===== src/rtl/funct_dispatch.sv =====
// Issue-side controller for the ALU datapath: registers operands and function
// code, and owns the HI/LO pair fed by a 32-cycle shift-add unsigned multiplier.
module funct_dispatch (
  input  logic        clk,
  input  logic        reset,
  input  logic        start,
  input  logic [5:0]  funct,
  input  logic [31:0] dataA,
  input  logic [31:0] dataB,
  input  logic [4:0]  shamt,
  output logic [5:0]  Signal,
  output logic [31:0] opA,
  output logic [31:0] opB,
  output logic [4:0]  shamtOut,
  output logic [31:0] HiOut,
  output logic [31:0] LoOut,
  output logic        busy,
  output logic        done,
  output logic        illegal
);

  localparam logic [5:0] F_AND   = 6'b100100;
  localparam logic [5:0] F_OR    = 6'b100101;
  localparam logic [5:0] F_ADD   = 6'b100000;
  localparam logic [5:0] F_SUB   = 6'b100010;
  localparam logic [5:0] F_SLT   = 6'b101010;
  localparam logic [5:0] F_SRL   = 6'b000010;
  localparam logic [5:0] F_MFHI  = 6'b010000;
  localparam logic [5:0] F_MFLO  = 6'b010010;
  localparam logic [5:0] F_MULTU = 6'b011001;

  typedef enum logic [1:0] {
    IDLE = 2'd0,
    EXEC = 2'd1,
    MUL  = 2'd2
  } state_t;

  state_t      state_r;
  logic [64:0] prod_r;
  logic [4:0]  cnt_r;
  logic [32:0] acc_s;
  logic [64:0] prod_next_s;

  function automatic logic is_legal(input logic [5:0] f);
    logic ok;
    case (f)
      F_AND, F_OR, F_ADD, F_SUB, F_SLT,
      F_SRL, F_MFHI, F_MFLO, F_MULTU: ok = 1'b1;
      default:                        ok = 1'b0;
    endcase
    return ok;
  endfunction

  // One shift-add multiplier step; the 33-bit accumulator absorbs the carry.
  always_comb begin
    acc_s       = prod_r[64:32];
    prod_next_s = 65'd0;
    if (prod_r[0]) begin
      acc_s = prod_r[64:32] + {1'b0, opA};
    end else begin
      acc_s = prod_r[64:32];
    end
    prod_next_s = {1'b0, acc_s, prod_r[31:1]};
  end

  // Control FSM with registered outputs and the HI/LO pair.
  always_ff @(posedge clk or posedge reset) begin
    if (reset) begin
      state_r  <= IDLE;
      prod_r   <= 65'd0;
      cnt_r    <= 5'd0;
      Signal   <= 6'd0;
      opA      <= 32'd0;
      opB      <= 32'd0;
      shamtOut <= 5'd0;
      HiOut    <= 32'd0;
      LoOut    <= 32'd0;
      busy     <= 1'b0;
      done     <= 1'b0;
      illegal  <= 1'b0;
    end else begin
      case (state_r)
        IDLE: begin
          done    <= 1'b0;
          illegal <= 1'b0;
          if (start) begin
            Signal   <= funct;
            opA      <= dataA;
            opB      <= dataB;
            shamtOut <= shamt;
            busy     <= 1'b1;
            prod_r   <= {33'd0, dataB};
            cnt_r    <= 5'd0;
            if (funct == F_MULTU) begin
              state_r <= MUL;
            end else begin
              state_r <= EXEC;
              done    <= 1'b1;
              illegal <= ~is_legal(funct);
            end
          end else begin
            busy <= 1'b0;
          end
        end
        // Result cycle: done is already visible; release busy on the next edge.
        EXEC: begin
          done    <= 1'b0;
          illegal <= 1'b0;
          busy    <= 1'b0;
          state_r <= IDLE;
        end
        MUL: begin
          prod_r <= prod_next_s;
          cnt_r  <= cnt_r + 5'd1;
          if (cnt_r == 5'd31) begin
            HiOut   <= prod_next_s[63:32];
            LoOut   <= prod_next_s[31:0];
            done    <= 1'b1;
            state_r <= EXEC;
          end else begin
            state_r <= MUL;
          end
        end
        default: begin
          state_r <= IDLE;
          busy    <= 1'b0;
          done    <= 1'b0;
          illegal <= 1'b0;
        end
      endcase
    end
  end

endmodule


===== config.mk =====
export PLATFORM = sky130hd
export DESIGN_NAME = funct_dispatch
export DESIGN_NICKNAME = d
export VERILOG_FILES = /design/src/rtl/funct_dispatch.sv
export SDC_FILE = /design/constraint.sdc
export NUM_CORES = 1
export LEC_CHECK = 0
export CAP_MARGIN = 20
export CORE_MARGIN = 2
export CORE_UTILIZATION = 46
export DETAILED_ROUTE_END_ITERATION = 6
export MAX_ROUTING_LAYER = met4
export PLACE_DENSITY = 0.76
export SKIP_CTS_REPAIR_TIMING = 1
export SLEW_MARGIN = 0
export SYNTH_ARGS = -nofsm -noshare
export SYNTH_HDL_FRONTEND = slang
export SYNTH_SLANG_ARGS = --single-unit

===== constraint.sdc =====
create_clock -name clk -period 7.4 [get_ports clk]
set_input_delay 1.48 -clock clk [delete_from_list [all_inputs] [get_ports clk]]
set_output_delay 1.48 -clock clk [all_outputs]
set_load 0.01 [all_outputs]

; After elaboration in Yosys (flattened, before gate mapping)
; Cells that the tools add are included.
; Widths: inputs -> output; s select.
[word_totals]
register_bits = 214
input_bits = 78
output_inout_bits = 142
elab_cells = 56
[op_classes]
addsub = 2
eq_ne = 13
mux = 22
n_bitwise = 1
reduce_logical = 6
[ops]
columns = operator, count
row1 = $pmux 65 s2, 1
row2 = $mux 65, 1
row3 = $add 33x32->33, 1
row4 = $mux 33, 1
row5 = $eq 6x6->1 const B, 5
row6 = $eq 6x5->1 const B, 3
row7 = $mux 1, 10
row8 = $pmux 5 s2, 1
row9 = $reduce_or 9->1, 1
row10 = $eq 6x2->1 const B, 1
row11 = $mux 2, 3
row12 = $pmux 1 s2, 3
row13 = $reduce_and 2->1, 3
row14 = $add 5x1->5 const B, 1
row15 = $eq 5x5->1 const B, 1
row16 = $mux 5, 1
row17 = $ne 2x2->1 const B, 2
row18 = $pmux 2 s2, 1
row19 = $eq 2x2->1 const B, 1
row20 = $logic_not 2->1, 1
row21 = $reduce_bool 2->1, 1
row22 = $not 1->1, 1

; Longest topological paths before layout
[depth]
ltp_word = 10
depth_mapped = 11
mapped_depth_nobuf = 11

; Worst setup path after synthesis
; Ideal clock, no wire load.
[synth_timing]
kind = input-to-reg
start = input start
end = register Signal[0]
setup_time_ps = 125
arrival_ps = 2984
required_ps = 7275
slack_ps = 4291
path_stages = 6
n_path_buf = 3
path_cell_list = nor2b_1 > nor2b_1 > clkbuf_1 > buf_1 > buf_1 > mux2_2
[synth_between]
elab_chain_cells = 1
[synth_lines]
columns = element, line
row1 = start: declaration, 6  ; input logic start,
row2 = $reduce_and 2->1 (no source line), -
row3 = end signal: assignment, 87  ; Signal <= funct;
row4 = end: declaration, 11  ; output logic [5:0] Signal,
; Every way passes these cells.
; A chain may end at the register's enable or synchronous reset.

; Final worst setup path
[layout_timing]
start = input start
end = register opA[19]
[layout_between]
elab_chain_cells = 1
[layout_lines]
columns = element, line
row1 = $reduce_and 2->1 (no source line), -
row2 = end signal: assignment, 88  ; opA <= dataA;
row3 = end: declaration, 12  ; output logic [31:0] opA,
; Every way passes these cells.

==> flow_summary.html <==
<table>
<tr><th>Metric</th><th>Value</th></tr>
<tr><th colspan="2">Run status</th></tr>
<tr><td>Result of the run</td><td>completed</td></tr>
<tr><th colspan="2">Floorplanning</th></tr>
<tr><td>Total core area</td><td>0.02182 mm^2</td></tr>
<tr><td>Floorplan row count</td><td>54</td></tr>
<tr><td>Initial standard-cell utilization of the core</td><td>46.88%</td></tr>
<tr><td>Die height</td><td>153.1 um</td></tr>
<tr><td>Die Outline Area</td><td>between 0.02 and 0.025 mm^2</td></tr>
<tr><td>Die outline width</td><td>around 150 um</td></tr>
<tr><td>Top-Level Pins</td><td>220</td></tr>
<tr><th colspan="2">Worst setup path</th></tr>
<tr><td>Buf+Inv Stages, Crit Path</td><td>2</td></tr>
<tr><td>Critical path capture point type</td><td>flop</td></tr>
<tr><td>Delay contributed by the slowest stage of the critical path</td><td>0.76 ns</td></tr>
<tr><td>Worst-path maximum fanout</td><td>64</td></tr>
<tr><td>Cell Chain, Critical Path</td><td>clkdlybuf4s50_1 -&gt; nor2b_1 -&gt; nor2b_4 -&gt; buf_4 -&gt; mux2_2</td></tr>
<tr><td>Critical path start-end classification</td><td>in -&gt; reg</td></tr>
<tr><td>Launching element type of the critical path</td><td>primary input</td></tr>
<tr><td>Slowest cell on the critical path</td><td>sky130_fd_sc_hd__buf_4</td></tr>
<tr><td>Endpoint required time on the critical path</td><td>7.78 ns</td></tr>
<tr><td>Worst path arrival time</td><td>approximately 4.0 ns</td></tr>
<tr><td>Cell family with most CP delay</td><td>buffers and inverters</td></tr>
<tr><th colspan="2">Timing</th></tr>
<tr><td>Final setup fails</td><td>0</td></tr>
<tr><td>Total negative slack for setup checks</td><td>0 ns</td></tr>
<tr><td>Max Freq</td><td>approximately 280 MHz</td></tr>
<tr><td>Setup repair after global routing missed its margin</td><td>no</td></tr>
<tr><td>Endpoints failing hold</td><td>0</td></tr>
<tr><td>Slew headroom</td><td>32.44%</td></tr>
<tr><td>Final Skew</td><td>between 0.015 and 0.02 ns</td></tr>
<tr><td>Pins Over Slew Limit</td><td>0</td></tr>
<tr><td>Period minus WS final</td><td>3.565 ns</td></tr>
<tr><td>Fin crit share</td><td>48.17%</td></tr>
<tr><td>Slew at the pin closest to its max-slew limit</td><td>1.012 ns</td></tr>
<tr><th colspan="2">Drt</th></tr>
<tr><td>Via-to-Cell Ratio</td><td>5.407</td></tr>
<tr><td>Wire length per cell after detailed routing</td><td>17.07 um</td></tr>
<tr><td>Number of DRC violations after detailed-routing iteration 0</td><td>373</td></tr>
<tr><td>Via count</td><td>8008</td></tr>
<tr><td>WL final</td><td>25.29 mm</td></tr>
<tr><td>DRT Pass-1 Iters</td><td>5</td></tr>
<tr><td>Remaining number of nets flagged by the antenna check after routing</td><td>0</td></tr>
<tr><td>DRC violations left</td><td>0</td></tr>
<tr><th colspan="2">Global route</th></tr>
<tr><td>Number of antenna violations at the first check in global routing</td><td>1</td></tr>
<tr><td>Vias in the first global route</td><td>8201</td></tr>
<tr><td>Gr ovfl total</td><td>0</td></tr>
<tr><td>First-pass GRT wire length</td><td>42.32 mm</td></tr>
<tr><td>Maximum number of pins on one net before global-route repair</td><td>112</td></tr>
<tr><td>Total track usage</td><td>approximately 22%</td></tr>
<tr><th colspan="2">Cells and area</th></tr>
<tr><td>Utilization after layout</td><td>61.83%</td></tr>
<tr><td>Combined area of the multi-input logic cells</td><td>0.004679 mm^2</td></tr>
<tr><td>Total number of nets in the final design</td><td>1297</td></tr>
<tr><td>Total of fill cells in the finished design</td><td>~1.8k</td></tr>
<tr><td>Area growth from synthesis to final layout</td><td>31.89%</td></tr>
<tr><td>Most common cell after layout, fill and taps aside</td><td>sky130_fd_sc_hd__clkdlybuf4s50_1</td></tr>
<tr><td>Layout cell share with drive strength beyond 1</td><td>between 10% and 20%</td></tr>
<tr><td>Highest-count cells in the layout ignoring fill and taps</td><td>219 x sky130_fd_sc_hd__clkdlybuf4s50_1, 213 x sky130_fd_sc_hd__dfrtp_1, 206 x sky130_fd_sc_hd__nand2_1</td></tr>
<tr><td>Sequential cell area</td><td>0.005330 mm^2</td></tr>
<tr><th colspan="2">CTS</th></tr>
<tr><td>Clock tree from TritonCTS</td><td>yes</td></tr>
<tr><td>Clock root buffer</td><td>sky130_fd_sc_hd__clkbuf_16</td></tr>
<tr><td>Number of clock sinks</td><td>213</td></tr>
<tr><td>Clk slew on worst S/H paths</td><td>about 0.060 ns</td></tr>
<tr><td>Number of levels the H-tree was split into</td><td>1</td></tr>
<tr><td>Num CTS Buffers</td><td>24</td></tr>
<tr><td>Worst skew pair latency</td><td>~0.52 ns</td></tr>
<tr><td>Buffers from clock root to sink, at most</td><td>3</td></tr>
<tr><th colspan="2">Placement</th></tr>
<tr><td>Number of buffer cells added on primary ports</td><td>approximately 220</td></tr>
<tr><td>Hpwl dp</td><td>17.07 mm</td></tr>
<tr><td>GP Congestion</td><td>0.8442</td></tr>
<tr><th colspan="2">Pwr</th></tr>
<tr><td>Int Pwr</td><td>about 2.3 mW</td></tr>
<tr><td>Switching share of power</td><td>26.66%</td></tr>
<tr><td>P per Cell Area</td><td>around 230 mW/mm^2</td></tr>
<tr><td>Worst VDD drop</td><td>0.1550 mV</td></tr>
<tr><td>Proportion of power drawn by combinational gates</td><td>18.3%</td></tr>
<tr><td>Portion of total power attributed to the clock network</td><td>38.6%</td></tr>
<tr><td>Net switching power</td><td>0.8290 mW</td></tr>
<tr><td>Leak pwr</td><td>6.337 nW</td></tr>
<tr><td>Sequential Power Share</td><td>between 40% and 50%</td></tr>
<tr><th colspan="2">Yosys</th></tr>
<tr><td>Syn Std Cell Area</td><td>between 0.01 and 0.015 mm^2</td></tr>
<tr><td>Share of synthesized flip-flops with an asynchronous set or reset</td><td>100.0%</td></tr>
<tr><td>Distinct cell type count of the synthesized netlist</td><td>55</td></tr>
<tr><td>Post-synth EDFFs</td><td>0</td></tr>
<tr><td>#FFs+latches synth</td><td>between 200 and 250</td></tr>
<tr><td>Cell count after synthesis</td><td>984</td></tr>
<tr><td>Share of the synthesized area in the top cell type</td><td>52.10%</td></tr>
<tr><td>Fraction of the yosys area taken by sequential cells</td><td>52.10%</td></tr>
<tr><td>Syn nets</td><td>1097</td></tr>
<tr><td>Synthesis warning total</td><td>0</td></tr>
<tr><td>Cell types with the largest area share after synthesis</td><td>sky130_fd_sc_hd__dfrtp_1 52%, sky130_fd_sc_hd__mux2_2 8.5%, sky130_fd_sc_hd__nand2_1 7.6%</td></tr>
<tr><td>Cell type with the highest aggregate area in the netlist</td><td>sky130_fd_sc_hd__dfrtp_1</td></tr>
<tr><td>Mean Syn Cell Area</td><td>10.40 um^2</td></tr>
<tr><td>Most used flip-flop cell after synthesis</td><td>sky130_fd_sc_hd__dfrtp_1</td></tr>
<tr><th colspan="2">Worst hold path</th></tr>
<tr><td>Kind of path behind the tightest hold check</td><td>reg -&gt; reg</td></tr>
<tr><th colspan="2">Run</th></tr>
<tr><td>Number of maximum-capacitance constraint violations</td><td>0</td></tr>
</table>
[path summary, 6_finish.rpt]
kind,cells past startpoint,startpoint,slack (ns),end
setup / recovery,5,start,3.84,opA[19]
hold / removal,2,LoOut[9],0.47,LoOut[9]
setup reg to reg,11,opA[0],4.30,HiOut[21]
hold reg to reg,2,LoOut[9],0.47,LoOut[9]
max in group asynchronous,3,reset,4.65,opB[29]
min in group asynchronous,2,reset,1.51,LoOut[23]
[worst reg2reg max path, stage by stage (launching register included)]
cell and delay, ns:
sky130_fd_sc_hd__dfrtp_1 0.41, sky130_fd_sc_hd__ha_1 0.25, sky130_fd_sc_hd__fa_1 0.43, sky130_fd_sc_hd__a211oi_1 0.23, sky130_fd_sc_hd__o21ai_1 0.20, sky130_fd_sc_hd__o211a_1 0.30
sky130_fd_sc_hd__o211ai_2 0.21, sky130_fd_sc_hd__a21oi_1 0.13, sky130_fd_sc_hd__o21a_1 0.20, sky130_fd_sc_hd__or3_1 0.30, sky130_fd_sc_hd__a31oi_1 0.22, sky130_fd_sc_hd__o21ai_1 0.08
[cell usage after synthesis, types with 3 or more instances]
cell and count:
sky130_fd_sc_hd__clkbuf_1 42, sky130_fd_sc_hd__ha_1 34, sky130_fd_sc_hd__buf_2 3, sky130_fd_sc_hd__a211oi_1 4
sky130_fd_sc_hd__o21a_1 4, sky130_fd_sc_hd__o21ai_0 103, sky130_fd_sc_hd__a31oi_1 3, sky130_fd_sc_hd__o21ai_1 6
sky130_fd_sc_hd__nand4_1 5, sky130_fd_sc_hd__nand2b_1 3, sky130_fd_sc_hd__and3_1 6, sky130_fd_sc_hd__xor2_1 9
sky130_fd_sc_hd__nand2_1 207, sky130_fd_sc_hd__nor2b_1 8, sky130_fd_sc_hd__or3_1 5, sky130_fd_sc_hd__o211ai_1 4
sky130_fd_sc_hd__nor2_1 28, sky130_fd_sc_hd__mux2_2 77, sky130_fd_sc_hd__dfrtp_1 213, sky130_fd_sc_hd__mux2i_1 51
sky130_fd_sc_hd__a21o_1 18, sky130_fd_sc_hd__o21bai_1 4, sky130_fd_sc_hd__nand3_1 10, sky130_fd_sc_hd__xnor2_1 17
sky130_fd_sc_hd__or2_2 3, sky130_fd_sc_hd__o31ai_1 6, sky130_fd_sc_hd__a22o_1 4, sky130_fd_sc_hd__and2_1 6
sky130_fd_sc_hd__a21oi_1 42, sky130_fd_sc_hd__buf_1 8, sky130_fd_sc_hd__inv_1 14, sky130_fd_sc_hd__a221oi_1 3
sky130_fd_sc_hd__nor3_1 5, sky130_fd_sc_hd__a32oi_1 3
[layout make-up]
cell class | count | share of cell area (%)
flip-flops and latches | 213 | 39.50
clock inverters | 7 | 0.5563
repair buffers | 227 | 16.78
multi-input cells | 704 | 34.68
diodes | 1 | 0.01854
inverters | 14 | 0.4451
well taps | 280 | 2.596
clock buffers | 35 | 5.424
[flip-flops by register name, summed over array words and instances, names as in the netlist]
signal,flops
prod_r,64
HiOut,32
LoOut,32
opA,32
opB,32
Signal,6
cnt_r,5
shamtOut,5
state_r,2
busy,1
done,1
illegal,1
[per-stage QoR]
step                      cells  power, mW  setup slack (ns)  hold WS [ns]  instance area [um^2]
after floorplan             984      1.659           0.09741        0.4600                 10230
after global placement     1437      1.913             3.363        0.4582                 12660
after detailed placement   1437      1.928             3.306        0.4615                 12660
after CTS                  1479      3.138             3.823        0.4770                 13470
after global routing       1481      3.248             3.596        0.4946                 13490
final                      1481      3.109             3.835        0.4731                 13490
[per-layer routing]
layer | wire length, um | global-route usage [%]
met4 | 299 | 3.527
met2 | 12280 | 36.69
met5 | 0 | -
met3 | 1650 | 5.529
met1 | 11060 | 28.71
[power by group through the flow]
stage	clock (mW)	combinational [mW]	sequential [mW]
3_3_place_gp	0	0.556	1.36
6_report	1.20	0.568	1.34
4_1_cts	1.23	0.572	1.34
3_5_place_dp	0	0.568	1.36
2_1_floorplan	0	0.287	1.37
5_1_grt	1.27	0.622	1.35
[cell families (layout without fill, tap and decap cells)]
group | count (synthesis) | after routing | share of synthesized area (%)
buffers and inverters | 67 | 283 | 2.495
multiplexers | 128 | 128 | 13.46
other | 0 | 1 | 0
XOR/XNOR | 26 | 26 | 2.226
flip-flops | 213 | 213 | 52.10
AO/OA/AOI/OAI | 223 | 223 | 13.33
AND/OR/NAND/NOR | 292 | 292 | 12.03
adder cells (fa/ha/maj) | 35 | 35 | 4.354
No activity file was read; power rests on OpenSTA's default activity.
